`config.mk`:
```
export PLATFORM = sky130hd
export DESIGN_NAME = ps2_rx_frontend
export DESIGN_NICKNAME = d
export VERILOG_FILES = /design/src/rtl/ps2_pkg.sv /design/src/rtl/ps2_line_filter.sv /design/src/rtl/ps2_rx_frontend.sv
export SDC_FILE = /design/constraint.sdc
export NUM_CORES = 1
export LEC_CHECK = 0
export ABC_AREA = 1
export CAP_MARGIN = 20
export CORE_MARGIN = 2
export CORE_UTILIZATION = 55
export DETAILED_ROUTE_END_ITERATION = 16
export GPL_ROUTABILITY_DRIVEN = 0
export PLACE_DENSITY = 0.83
export SYNTH_ARGS = -nofsm -noshare
export SYNTH_HDL_FRONTEND = slang
export SYNTH_HIERARCHICAL = 1
export SYNTH_SLANG_ARGS = --single-unit
```
`constraint.sdc`:
```
create_clock -name clk -period 2 [get_ports clk]
set_clock_uncertainty 0.15 [all_clocks]
set_input_delay 0.3 -clock clk [delete_from_list [all_inputs] [get_ports clk]]
set_output_delay 0.3 -clock clk [all_outputs]
set_load 0.005 [all_outputs]
```
`src/rtl/ps2_pkg.sv`:
```
// Shared PS/2 receive definitions: deframer state encoding, frame constants,
// default timing values and the frame parity helper.
package ps2_pkg;

    typedef enum logic [1:0] {
        IDLE   = 2'd0,
        DATA   = 2'd1,
        PARITY = 2'd2,
        STOP   = 2'd3
    } ps2_state_e;

    localparam int DATA_BITS = 8;
    localparam logic [7:0] PS2_RELEASE = 8'hF0;
    localparam logic [7:0] PS2_EXTEND  = 8'hE0;

    localparam int DEF_SYNC_STAGES    = 2;
    localparam int DEF_FILTER_CYCLES  = 8;
    localparam int DEF_TIMEOUT_CYCLES = 20000;

    // PS/2 uses odd parity over the data byte plus the parity bit.
    function automatic logic odd_parity_ok(input logic [DATA_BITS-1:0] data, input logic par);
        return ^{data, par};
    endfunction

endpackage

```
`src/rtl/ps2_line_filter.sv`:
```
// One PS/2 line: multi-flop synchroniser followed by a consecutive-sample
// glitch filter; FILTER_CYCLES=0 passes the synchronised level straight through.
module ps2_line_filter
    import ps2_pkg::*;
#(
    parameter int SYNC_STAGES   = DEF_SYNC_STAGES,
    parameter int FILTER_CYCLES = DEF_FILTER_CYCLES
) (
    input  logic clk,
    input  logic reset,
    input  logic pin_in,
    output logic level,
    output logic fall
);

    localparam int CNT_W = (FILTER_CYCLES > 1) ? $clog2(FILTER_CYCLES) : 1;
    localparam logic [CNT_W-1:0] CNT_MAX = CNT_W'((FILTER_CYCLES > 0) ? FILTER_CYCLES - 1 : 0);

    logic [SYNC_STAGES-1:0] sync_q, sync_d;
    logic [CNT_W-1:0]       cnt_q, cnt_d;
    logic                   level_q, level_d;
    logic                   fall_q, fall_d;
    logic                   synced;

    assign synced = sync_q[SYNC_STAGES-1];

    always_comb begin
        sync_d  = {sync_q[SYNC_STAGES-2:0], pin_in};
        cnt_d   = '0;
        level_d = level_q;
        if (FILTER_CYCLES == 0) begin
            level_d = synced;
        end else if (synced != level_q) begin
            // Any sample that agrees with the current level restarts the count.
            if (cnt_q == CNT_MAX) level_d = synced;
            else                  cnt_d   = cnt_q + 1'b1;
        end
        fall_d = level_q & ~level_d;
    end

    always_ff @(posedge clk) begin
        if (reset) begin
            sync_q  <= '1;
            cnt_q   <= '0;
            level_q <= 1'b1;
            fall_q  <= 1'b0;
        end else begin
            sync_q  <= sync_d;
            cnt_q   <= cnt_d;
            level_q <= level_d;
            fall_q  <= fall_d;
        end
    end

    assign level = level_q;
    assign fall  = fall_q;

endmodule

```
`src/rtl/ps2_rx_frontend.sv`:
```
// PS/2 keyboard receive front end: cleans up the pins, deframes 11-bit frames
// and strobes out good scancodes or error indications; can inhibit the device.
module ps2_rx_frontend
    import ps2_pkg::*;
#(
    parameter int SYNC_STAGES    = DEF_SYNC_STAGES,
    parameter int FILTER_CYCLES  = DEF_FILTER_CYCLES,
    parameter int TIMEOUT_CYCLES = DEF_TIMEOUT_CYCLES
) (
    input  logic       clk,
    input  logic       reset,
    input  logic       ps2_clk_in,
    input  logic       ps2_data_in,
    input  logic       inhibit,
    output logic       ps2_clk_oe,
    output logic [0:7] scancode,
    output logic       trigger,
    output logic       parity_error,
    output logic       frame_error,
    output logic       busy
);

    localparam int TO_W = $clog2(TIMEOUT_CYCLES + 1);
    localparam logic [TO_W-1:0] TO_LAST = TO_W'(TIMEOUT_CYCLES - 1);
    localparam int BC_W = $clog2(DATA_BITS);
    localparam logic [BC_W-1:0] BIT_LAST = BC_W'(DATA_BITS - 1);

    logic clk_level, clk_fall, data_level, data_fall_unused;

    ps2_line_filter #(.SYNC_STAGES(SYNC_STAGES), .FILTER_CYCLES(FILTER_CYCLES)) u_clk_filter (
        .clk(clk), .reset(reset), .pin_in(ps2_clk_in), .level(clk_level), .fall(clk_fall)
    );

    ps2_line_filter #(.SYNC_STAGES(SYNC_STAGES), .FILTER_CYCLES(0)) u_data_sync (
        .clk(clk), .reset(reset), .pin_in(ps2_data_in), .level(data_level), .fall(data_fall_unused)
    );

    ps2_state_e             state_q, state_d;
    logic [BC_W-1:0]        bit_cnt_q, bit_cnt_d;
    logic [TO_W-1:0]        timeout_q, timeout_d;
    logic [DATA_BITS-1:0]   shift_q, shift_d;
    logic [DATA_BITS-1:0]   scancode_q, scancode_d;
    logic                   parity_q, parity_d;
    logic                   armed_q, armed_d;
    logic                   trigger_q, trigger_d;
    logic                   parity_error_q, parity_error_d;
    logic                   frame_error_q, frame_error_d;
    logic                   sample;

    assign sample = clk_fall & armed_q;

    always_comb begin
        state_d        = state_q;
        bit_cnt_d      = bit_cnt_q;
        shift_d        = shift_q;
        parity_d       = parity_q;
        scancode_d     = scancode_q;
        armed_d        = armed_q;
        trigger_d      = 1'b0;
        parity_error_d = 1'b0;
        frame_error_d  = 1'b0;
        timeout_d      = (state_q == IDLE || sample) ? '0 : timeout_q + 1'b1;
        if (inhibit) begin
            // Dropping a frame because we inhibited is deliberate, not an error.
            state_d   = IDLE;
            armed_d   = 1'b0;
            timeout_d = '0;
        end else begin
            // Re-arm only once the clock is seen high again, so our own release does not count.
            if (!armed_q && clk_level) armed_d = 1'b1;
            if (sample) begin
                case (state_q)
                    IDLE: begin
                        if (!data_level) begin
                            state_d   = DATA;
                            bit_cnt_d = '0;
                        end
                    end
                    DATA: begin
                        shift_d   = {data_level, shift_q[DATA_BITS-1:1]};
                        bit_cnt_d = bit_cnt_q + 1'b1;
                        if (bit_cnt_q == BIT_LAST) state_d = PARITY;
                    end
                    PARITY: begin
                        parity_d = data_level;
                        state_d  = STOP;
                    end
                    STOP: begin
                        state_d = IDLE;
                        if (!data_level) begin
                            frame_error_d = 1'b1;
                        end else if (odd_parity_ok(shift_q, parity_q)) begin
                            scancode_d = shift_q;
                            trigger_d  = 1'b1;
                        end else begin
                            parity_error_d = 1'b1;
                        end
                    end
                    default: state_d = IDLE;
                endcase
            end else if (state_q != IDLE && timeout_q == TO_LAST) begin
                frame_error_d = 1'b1;
                state_d       = IDLE;
            end
        end
    end

    always_ff @(posedge clk) begin
        if (reset) begin
            state_q        <= IDLE;
            bit_cnt_q      <= '0;
            timeout_q      <= '0;
            armed_q        <= 1'b1;
            scancode_q     <= '0;
            trigger_q      <= 1'b0;
            parity_error_q <= 1'b0;
            frame_error_q  <= 1'b0;
        end else begin
            state_q        <= state_d;
            bit_cnt_q      <= bit_cnt_d;
            timeout_q      <= timeout_d;
            armed_q        <= armed_d;
            scancode_q     <= scancode_d;
            trigger_q      <= trigger_d;
            parity_error_q <= parity_error_d;
            frame_error_q  <= frame_error_d;
        end
    end

    always_ff @(posedge clk) begin
        shift_q  <= shift_d;
        parity_q <= parity_d;
    end

    assign ps2_clk_oe   = inhibit;
    assign scancode     = scancode_q;
    assign trigger      = trigger_q;
    assign parity_error = parity_error_q;
    assign frame_error  = frame_error_q;
    assign busy         = (state_q != IDLE);

endmodule

```
## Word level (Yosys, flattened, before mapping)

Cells that the tools add are included.

| word-level totals | value |
|---|---|
| output and inout port bits | 13 |
| flip-flop bits (word level) | 51 |
| input port bits | 5 |

| operators by class | value |
|---|---|
| $add $sub $neg | 3 |
| bitwise operators | 8 |
| equality and inequality tests | 10 |
| mux-type cells | 17 |
| reductions and logical operators | 19 |

Operator list:

| kind | number |
|---|---|
| $add 15x1->15 const B | 1 |
| $eq 15x15->1 const B | 1 |
| $mux 1 | 10 |
| $reduce_and 3->1 | 3 |
| $reduce_xor 9->1 | 1 |
| $mux 2 | 4 |
| $pmux 2 s4 | 1 |
| $reduce_bool 2->1 | 4 |
| $add 3x1->3 const B | 2 |
| $eq 3x3->1 const B | 2 |
| $ne 3x3->1 const B | 2 |
| $not 1->1 | 6 |
| $pmux 3 s2 | 1 |
| $reduce_or 3->1 | 2 |
| $reduce_and 5->1 | 1 |
| $reduce_or 5->1 | 1 |
| $eq 2x2->1 const B | 2 |
| $reduce_and 4->1 | 1 |
| $mux 3 | 1 |
| $and 1x1->1 | 2 |
| $eq 2x1->1 const B | 1 |
| $logic_and 1x1->1 | 2 |
| $logic_not 2->1 | 1 |
| $ne 2x2->1 const B | 1 |
| 4 further kinds | 4 |

## Logic depth before layout (Yosys ltp)

Gate-level depths: netlist (run 1).

| logic depth | value |
|---|---|
| depth in word-level cells | 5 |
| gate-level depth with buffers | 13 |
| mapped depth without buffers | 12 |

## Modules after synthesis

Netlist (run 1), hierarchy kept.

Modules (own cells, without submodules):

| module | area each (sq um) | seq. area each (sq um) | cells an instance | instances |
|---|---|---|---|---|
| ps2_rx_frontend | 2024.4 | 910.9 | 274 | 1 |
| ps2_line_filter at u_clk_filter | 249.0 | 140.1 | 26 | 1 |
| ps2_line_filter at u_data_sync | 110.1 | 80.1 | 10 | 1 |

## Least setup slack after synthesis (run 1)

No wires, ideal clock.

| timing path | value |
|---|---|
| kind | register -> register |
| from | register state_q[0] |
| to | register timeout_q[4] |
| library setup time | 0.058 ns |
| clock period less this slack | 1.636 ns |
| arrival time | 1.428 ns |
| stages on the path, launching flop included | 7 |
| required time | 1.792 ns |
| path buffers | 0 |
| setup slack | 0.364 ns |
| path through | dfxtp_1 inv_1 ha_1 nor3_4 clkinv_1 a21oi_1 o21a_1 |

| on the way | value |
|---|---|
| cells in the longest elaborated chain, start to end | 3 |

Ends and longest elaborated chain:

| item | RTL line | text |
|---|---|---|
| start: declaration | ps2_rx_frontend.sv:38 | `ps2_state_e state_q, state_d;` |
| start signal: assignment | ps2_rx_frontend.sv:119 | `state_q <= state_d;` |
| $logic_not 2->1 | ps2_rx_frontend.sv:62 | `timeout_d = (state_q == IDLE \|\| sample) ? '0 : timeout_q + 1'b1;` |
| $logic_or 1x1->1 | ps2_rx_frontend.sv:62 |  |
| $reduce_or 3->1 (no source line) | -- |  |
| end signal: assignment | ps2_rx_frontend.sv:121 | `timeout_q <= timeout_d;` |
| end: declaration | ps2_rx_frontend.sv:40 | `logic [TO_W-1:0] timeout_q, timeout_d;` |

No other way between the ends.
A chain may end at the register's enable or synchronous reset.

## Worst setup path in the final report (run 1)

| timing path | value |
|---|---|
| from | register state_q[1] |
| to | output busy |

| on the way | value |
|---|---|
| cells in the longest elaborated chain, start to end | 1 |

Ends and longest elaborated chain:

| item | RTL line | text |
|---|---|---|
| $reduce_bool 2->1 | ps2_rx_frontend.sv:140 | `assign busy = (state_q != IDLE);` |
| end: declaration | ps2_rx_frontend.sv:20 | `output logic busy` |

No other way between the ends.

==> results.cfg, run 1 <==
[timing]
period_needed_ns = 1.92
drv_slew = 0
setup_viol = 0
hold_violations = 0
grt_setup_unrepaired = no
tightestPinTransition_ns = 0.306
clock.fmax_mhz = 520
hold_ws_ns = 0.264
tns_ns = 0
slew_headroom_pct = 79.4
fin_crit_sh_pct = 96.1

[critical_path]
regToRegEndpoint = timeout_q[14]
endpoint_kind = output pin
r2r-start = timeout_q[0]
cp.required_ns = 1.55
worstSetupStartpoint = state_q[1]
critical_path_arrival_ns = 1.47
path_class = reg2out
critPathCapture = busy
startpoint_type = flop
r2r_setup_slack_ns = 0.23
cp_max_fo = 5
reg2regPathDepth = 11

[power]
internal-power_w = 0.00134
pwr-share-clk_pct = 37.0
switchingPower_w = 0.000369
power_w = 0.00171
p_leak_nw = 1.20
swShare_pct = 21.6
p_comb_share_pct = 1.7
max-vdd-ir-drop_v = 0.000564
powerDensity_mw_per_mm2 = 627
seq_power_share_pct = 61.2

[finish]
finish.net_count = 348
nFillCells = 339
syn_to_final_growth_pct = 16.0
diodes = 0
utilization_pct = 67.3
drive_gt1_share_pct = 11.7

[clocking]
cts-root-buf = clkbuf_8
clock-sinks = 51
cts_max_path_buffers = 2
cts_buffers = 5
cts_tree = built
clk_pin_slew_ns = 0.09
clkLatencyLatePin_ns = 0.31
cts-htree-levels = 2

[worst_hold_path]
min-delay-start = u_clk_filter/sync_q[0]
min_path_type = reg2reg

[grt]
antenna_found_initial = 0
grt_overflow = 0
grt_max_degree = 17
grt_pass1_wl_um = 7020
first_global_vias = 1665
grt_util_all_layers_pct = 18.1

[detailed_routing]
drtIter0Drc = 70
postRouteAntennaNets = 0
drtPass1Iterations = 4
drt_wl_total_um = 4010
drc = 0
via_per_inst = 4.86
drt-wirelength-per-cell_um = 10.4
vias = 1867

[synth]
synth.net_count = 321
postSynthAreaPerCell_um2 = 7.69
syn_area_mm2 = 0.00235
postSynthCellCount = 306
yosys_warnings = 6

[placement]
dp_hpwl_um = 2950
io_buffers = 17

[status]
outcome = finished clean

[floorplan]
num_rows = 23
initial_core_util_pct = 58.0
dieArea_mm2 = 0.00482
die_w_um = 69.4
coreArea_mm2 = 0.00406
die_h_um = 69.4
io_pins = 18

[run]
cap_viol_max_count = 0
==> what timing repair did <==
item                                    CTS  global route
setup buffers                             0             1
endpoints found under the hold margin     0             0
hold buffers                              0             0
gates resized for setup                   3             6
endpoints found under the setup margin    1             2
==> final cells by class <==
type	instances	area (µm²)	area share [%]
clock buffer	6	82.6	3.03
inverter	50	188	6.88
timing repair buffer	22	208	7.61
multi-input combinational	203	1060	38.8
clock inverter	2	16.3	0.596
sequential	51	1110	40.8
tap	50	62.6	2.29
==> worst max-delay path, stage by stage (launching register included) <==
cell and delay (ns):
dfxtp_2 0.37, inv_2 0.07, ha_4 0.18, inv_1 0.05
clkdlybuf4s50_1 0.49
==> layout by cell type (no fill, tap or decap), types with 3 or more instances in the layout <==
master	count
a21oi_1	13
buf_4	5
clkbuf_8	6
clkdlybuf4s50_1	17
dfxtp_1	40
edfxtp_1	9
ha_1	9
inv_1	44
inv_2	4
nand2_1	74
nand2_2	7
nand3_1	12
nor2_1	49
nor3_1	4
o21ai_0	9
or2_1	3
==> routing by layer <==
layer  part of all wire (%)  track usage, %  up-vias
li1                       -               -     1005
met2                     46            30.1       24
met5                      0               0        -
met1                     49            22.8      831
met3                    3.3            4.80        7
met4                    1.7            6.10        0
==> worst min path at each step <==
stage / to / depth (start not counted)
2_1_floorplan: scancode[0] / 1
3_3_place_gp: u_data_sync/level / 1
3_5_place_dp: u_clk_filter/sync_q[1] / 1
4_1_cts: u_clk_filter/sync_q[1] / 1
5_1_grt: u_clk_filter/sync_q[1] / 1
6_report: u_clk_filter/sync_q[1] / 1
==> per-stage QoR <==
stage               std cells  area (µm²)  setup slack (ns)
floorplan                 306        2350             0.364
global placement          375        2600            0.0714
detailed placement        375        2600           0.00432
CTS                       383        2700           0.00222
global route              384        2730            0.0208
finish                    384        2730            0.0772
==> registers in the layout, indices dropped and copies added (netlist names), 2 cells and up <==
register,flops
timeout_q,15
u_clk_filter/cnt_q,3
shift_q,8
u_data_sync/sync_q,2
state_q,2
bit_cnt_q,3
u_clk_filter/sync_q,2
scancode,8
==> power by group through the flow <==
stage / Clock [W] / Sequential (W) / Combinational (W)
2_1_floorplan: 0 / 0.00107 / 0.0000129
3_3_place_gp: 0 / 0.00107 / 0.0000294
3_5_place_dp: 0 / 0.00107 / 0.0000298
4_1_cts: 0.000646 / 0.00105 / 0.0000302
5_1_grt: 0.000684 / 0.00105 / 0.0000332
6_report: 0.000634 / 0.00105 / 0.0000296
No activity file was read; power rests on OpenSTA's default activity.
==> run 2, diff against run 1 <==
==> constraint.sdc (replaced) <==
create_clock -name clk -period 1.8 [get_ports clk]
set_clock_uncertainty 0.15 [all_clocks]
set_input_delay 0.27 -clock clk [delete_from_list [all_inputs] [get_ports clk]]
set_output_delay 0.27 -clock clk [all_outputs]
set_load 0.005 [all_outputs]
==> results.cfg, run 2 (synthesis gave the netlist of run 1 again) <==
[status]
outcome = finished clean

[floorplan]
coreArea_mm2 = 0.00406
io_pins = 18
die_h_um = 69.4
initial_core_util_pct = 58.0
die_w_um = 69.4
dieArea_mm2 = 0.00482
num_rows = 23

[finish]
syn_to_final_growth_pct = 22.7
nFillCells = 302
regMostFlops = timeout_q
drive_gt1_share_pct = 18.1
diodes = 0
final_cell_mix = 70 x nand2_1, 48 x nor2_1, 43 x inv_1
largest_reg_flops = 15
finish.net_count = 362
layout_commonest_cell = nand2_1
utilization_pct = 71.1

[grt]
grt_overflow = 0
grt_max_degree = 18
grt_util_all_layers_pct = 18.1
antenna_found_initial = 0
first_global_vias = 1727
grt_pass1_wl_um = 6970

[power]
switchingPower_w = 0.000417
seq_power_share_pct = 59.4
p_comb_share_pct = 1.8
swShare_pct = 21.3
p_leak_nw = 1.27
internal-power_w = 0.00155
powerDensity_mw_per_mm2 = 680
max-vdd-ir-drop_v = 0.000444
pwr-share-clk_pct = 38.9

[critical_path]
r2r_setup_slack_ns = 0.07
reg2regPathDepth = 11
cp.required_ns = 1.38
cp_slowest_cell = clkdlybuf4s50_1
crit_chain = clkdlybuf4s50_1, clkdlybuf4s50_1
endpoint_kind = output pin
crit_top_cell = clkdlybuf4s50_1
max_stage_delay_ns = 0.52
cp_max_fo = 4
startpoint_type = input pin
r2r-start = shift_q[2]
regToRegEndpoint = scancode[1]
path_class = in2out
critPathBufInv = 2
critical_path_arrival_ns = 1.31
crit_family = buffers and inverters

[detailed_routing]
drtPass1Iterations = 4
via_per_inst = 4.91
drt_wl_total_um = 4500
postRouteAntennaNets = 0
drt-wirelength-per-cell_um = 11.3
drc = 0
drtIter0Drc = 94
vias = 1954

[timing]
clock.fmax_mhz = 578
period_needed_ns = 1.73
setup_viol = 0
grt_setup_unrepaired = yes
hold_violations = 0
tightestPinTransition_ns = 0.276
fin_crit_sh_pct = 96.2
drv_slew = 0
hold_ws_ns = 0.271
slew_headroom_pct = 81.5

[clocking]
clkLatencyLatePin_ns = 0.31
cts_buffers = 5
clock-sinks = 51
clk_pin_slew_ns = 0.09
cts-htree-levels = 2
cts_max_path_buffers = 2
cts-root-buf = clkbuf_8
cts_tree = built

[run]
cap_viol_max_count = 0

[worst_hold_path]
min_delay_path_depth = 1
min_path_type = reg2reg
min-delay-start = u_data_sync/sync_q[1]
holdPathEnd = u_data_sync/level

[placement]
io_buffers = 17
dp_hpwl_um = 2960
## run 2: final cells by class
type,count,area [µm²],share of cell area [%]
Inverter,50,188,6.50
Sequential cell,51,1120,38.7
Multi-Input combinational cell,204,1100,38.2
Clock buffer,6,93.8,3.25
Timing Repair Buffer,35,304,10.5
Clock inverter,2,17.5,0.607
Tap cell,50,62.6,2.17
## run 2: power by group through the flow
| stage | Combinational, W | Sequential [W] | Clock [W] |
|---|---|---|---|
| after floorplan | 0.0000143 | 0.00119 | 0 |
| after global placement | 0.0000342 | 0.00119 | 0 |
| after detailed placement | 0.0000348 | 0.00119 | 0 |
| after CTS | 0.0000349 | 0.00117 | 0.000783 |
| after global routing | 0.0000386 | 0.00117 | 0.000830 |
| final | 0.0000346 | 0.00117 | 0.000763 |
## run 2: metrics by stage
stage,setup slack (ns),total power (W),instance area (µm²),TNS [ns],std cells
2_1_floorplan,0.164,0.00121,2350,0,306
3_3_place_gp,0.00942,0.00123,2650,0,382
3_5_place_dp,-0.0220,0.00123,2650,-0.0440,382
4_1_cts,0.00719,0.00198,2770,0,390
5_1_grt,-0.0519,0.00203,2890,-0.229,398
6_report,0.0684,0.00196,2890,0,398
## run 2: layer usage
| layer | GRT usage (%) | vias up | routed length [µm] |
|---|---|---|---|
| li1 | - | 1045 | - |
| met2 | 32.1 | 38 | 2250 |
| met3 | 4.94 | 9 | 179 |
| met4 | 7.84 | 0 | 103 |
| met1 | 20.3 | 862 | 1960 |
| met5 | 0 | - | 0 |
## run 2: how the worst max path moves through the flow
stage | from | endpoint | slack, ns | depth (start not counted)
floorplan | state_q[0] | timeout_q[4] | 0.16 | 6
detailed placement | inhibit | timeout_q[4] | -0.02 | 8
global placement | inhibit | scancode[1] | 0.009 | 8
global route | shift_q[2] | scancode[5] | -0.05 | 10
CTS | timeout_q[0] | timeout_q[14] | 0.007 | 11
finish | inhibit | ps2_clk_oe | 0.07 | 2
## run 2: repair_timing
| action | CTS | global route |
|---|---|---|
| endpoints found under the setup margin | 1 | 12 |
| buffers inserted | 0 | 7 |
| pin swaps | 0 | 7 |
| hold buffers | 0 | 0 |
| resized for setup | 7 | 16 |
| cloned | 0 | 1 |
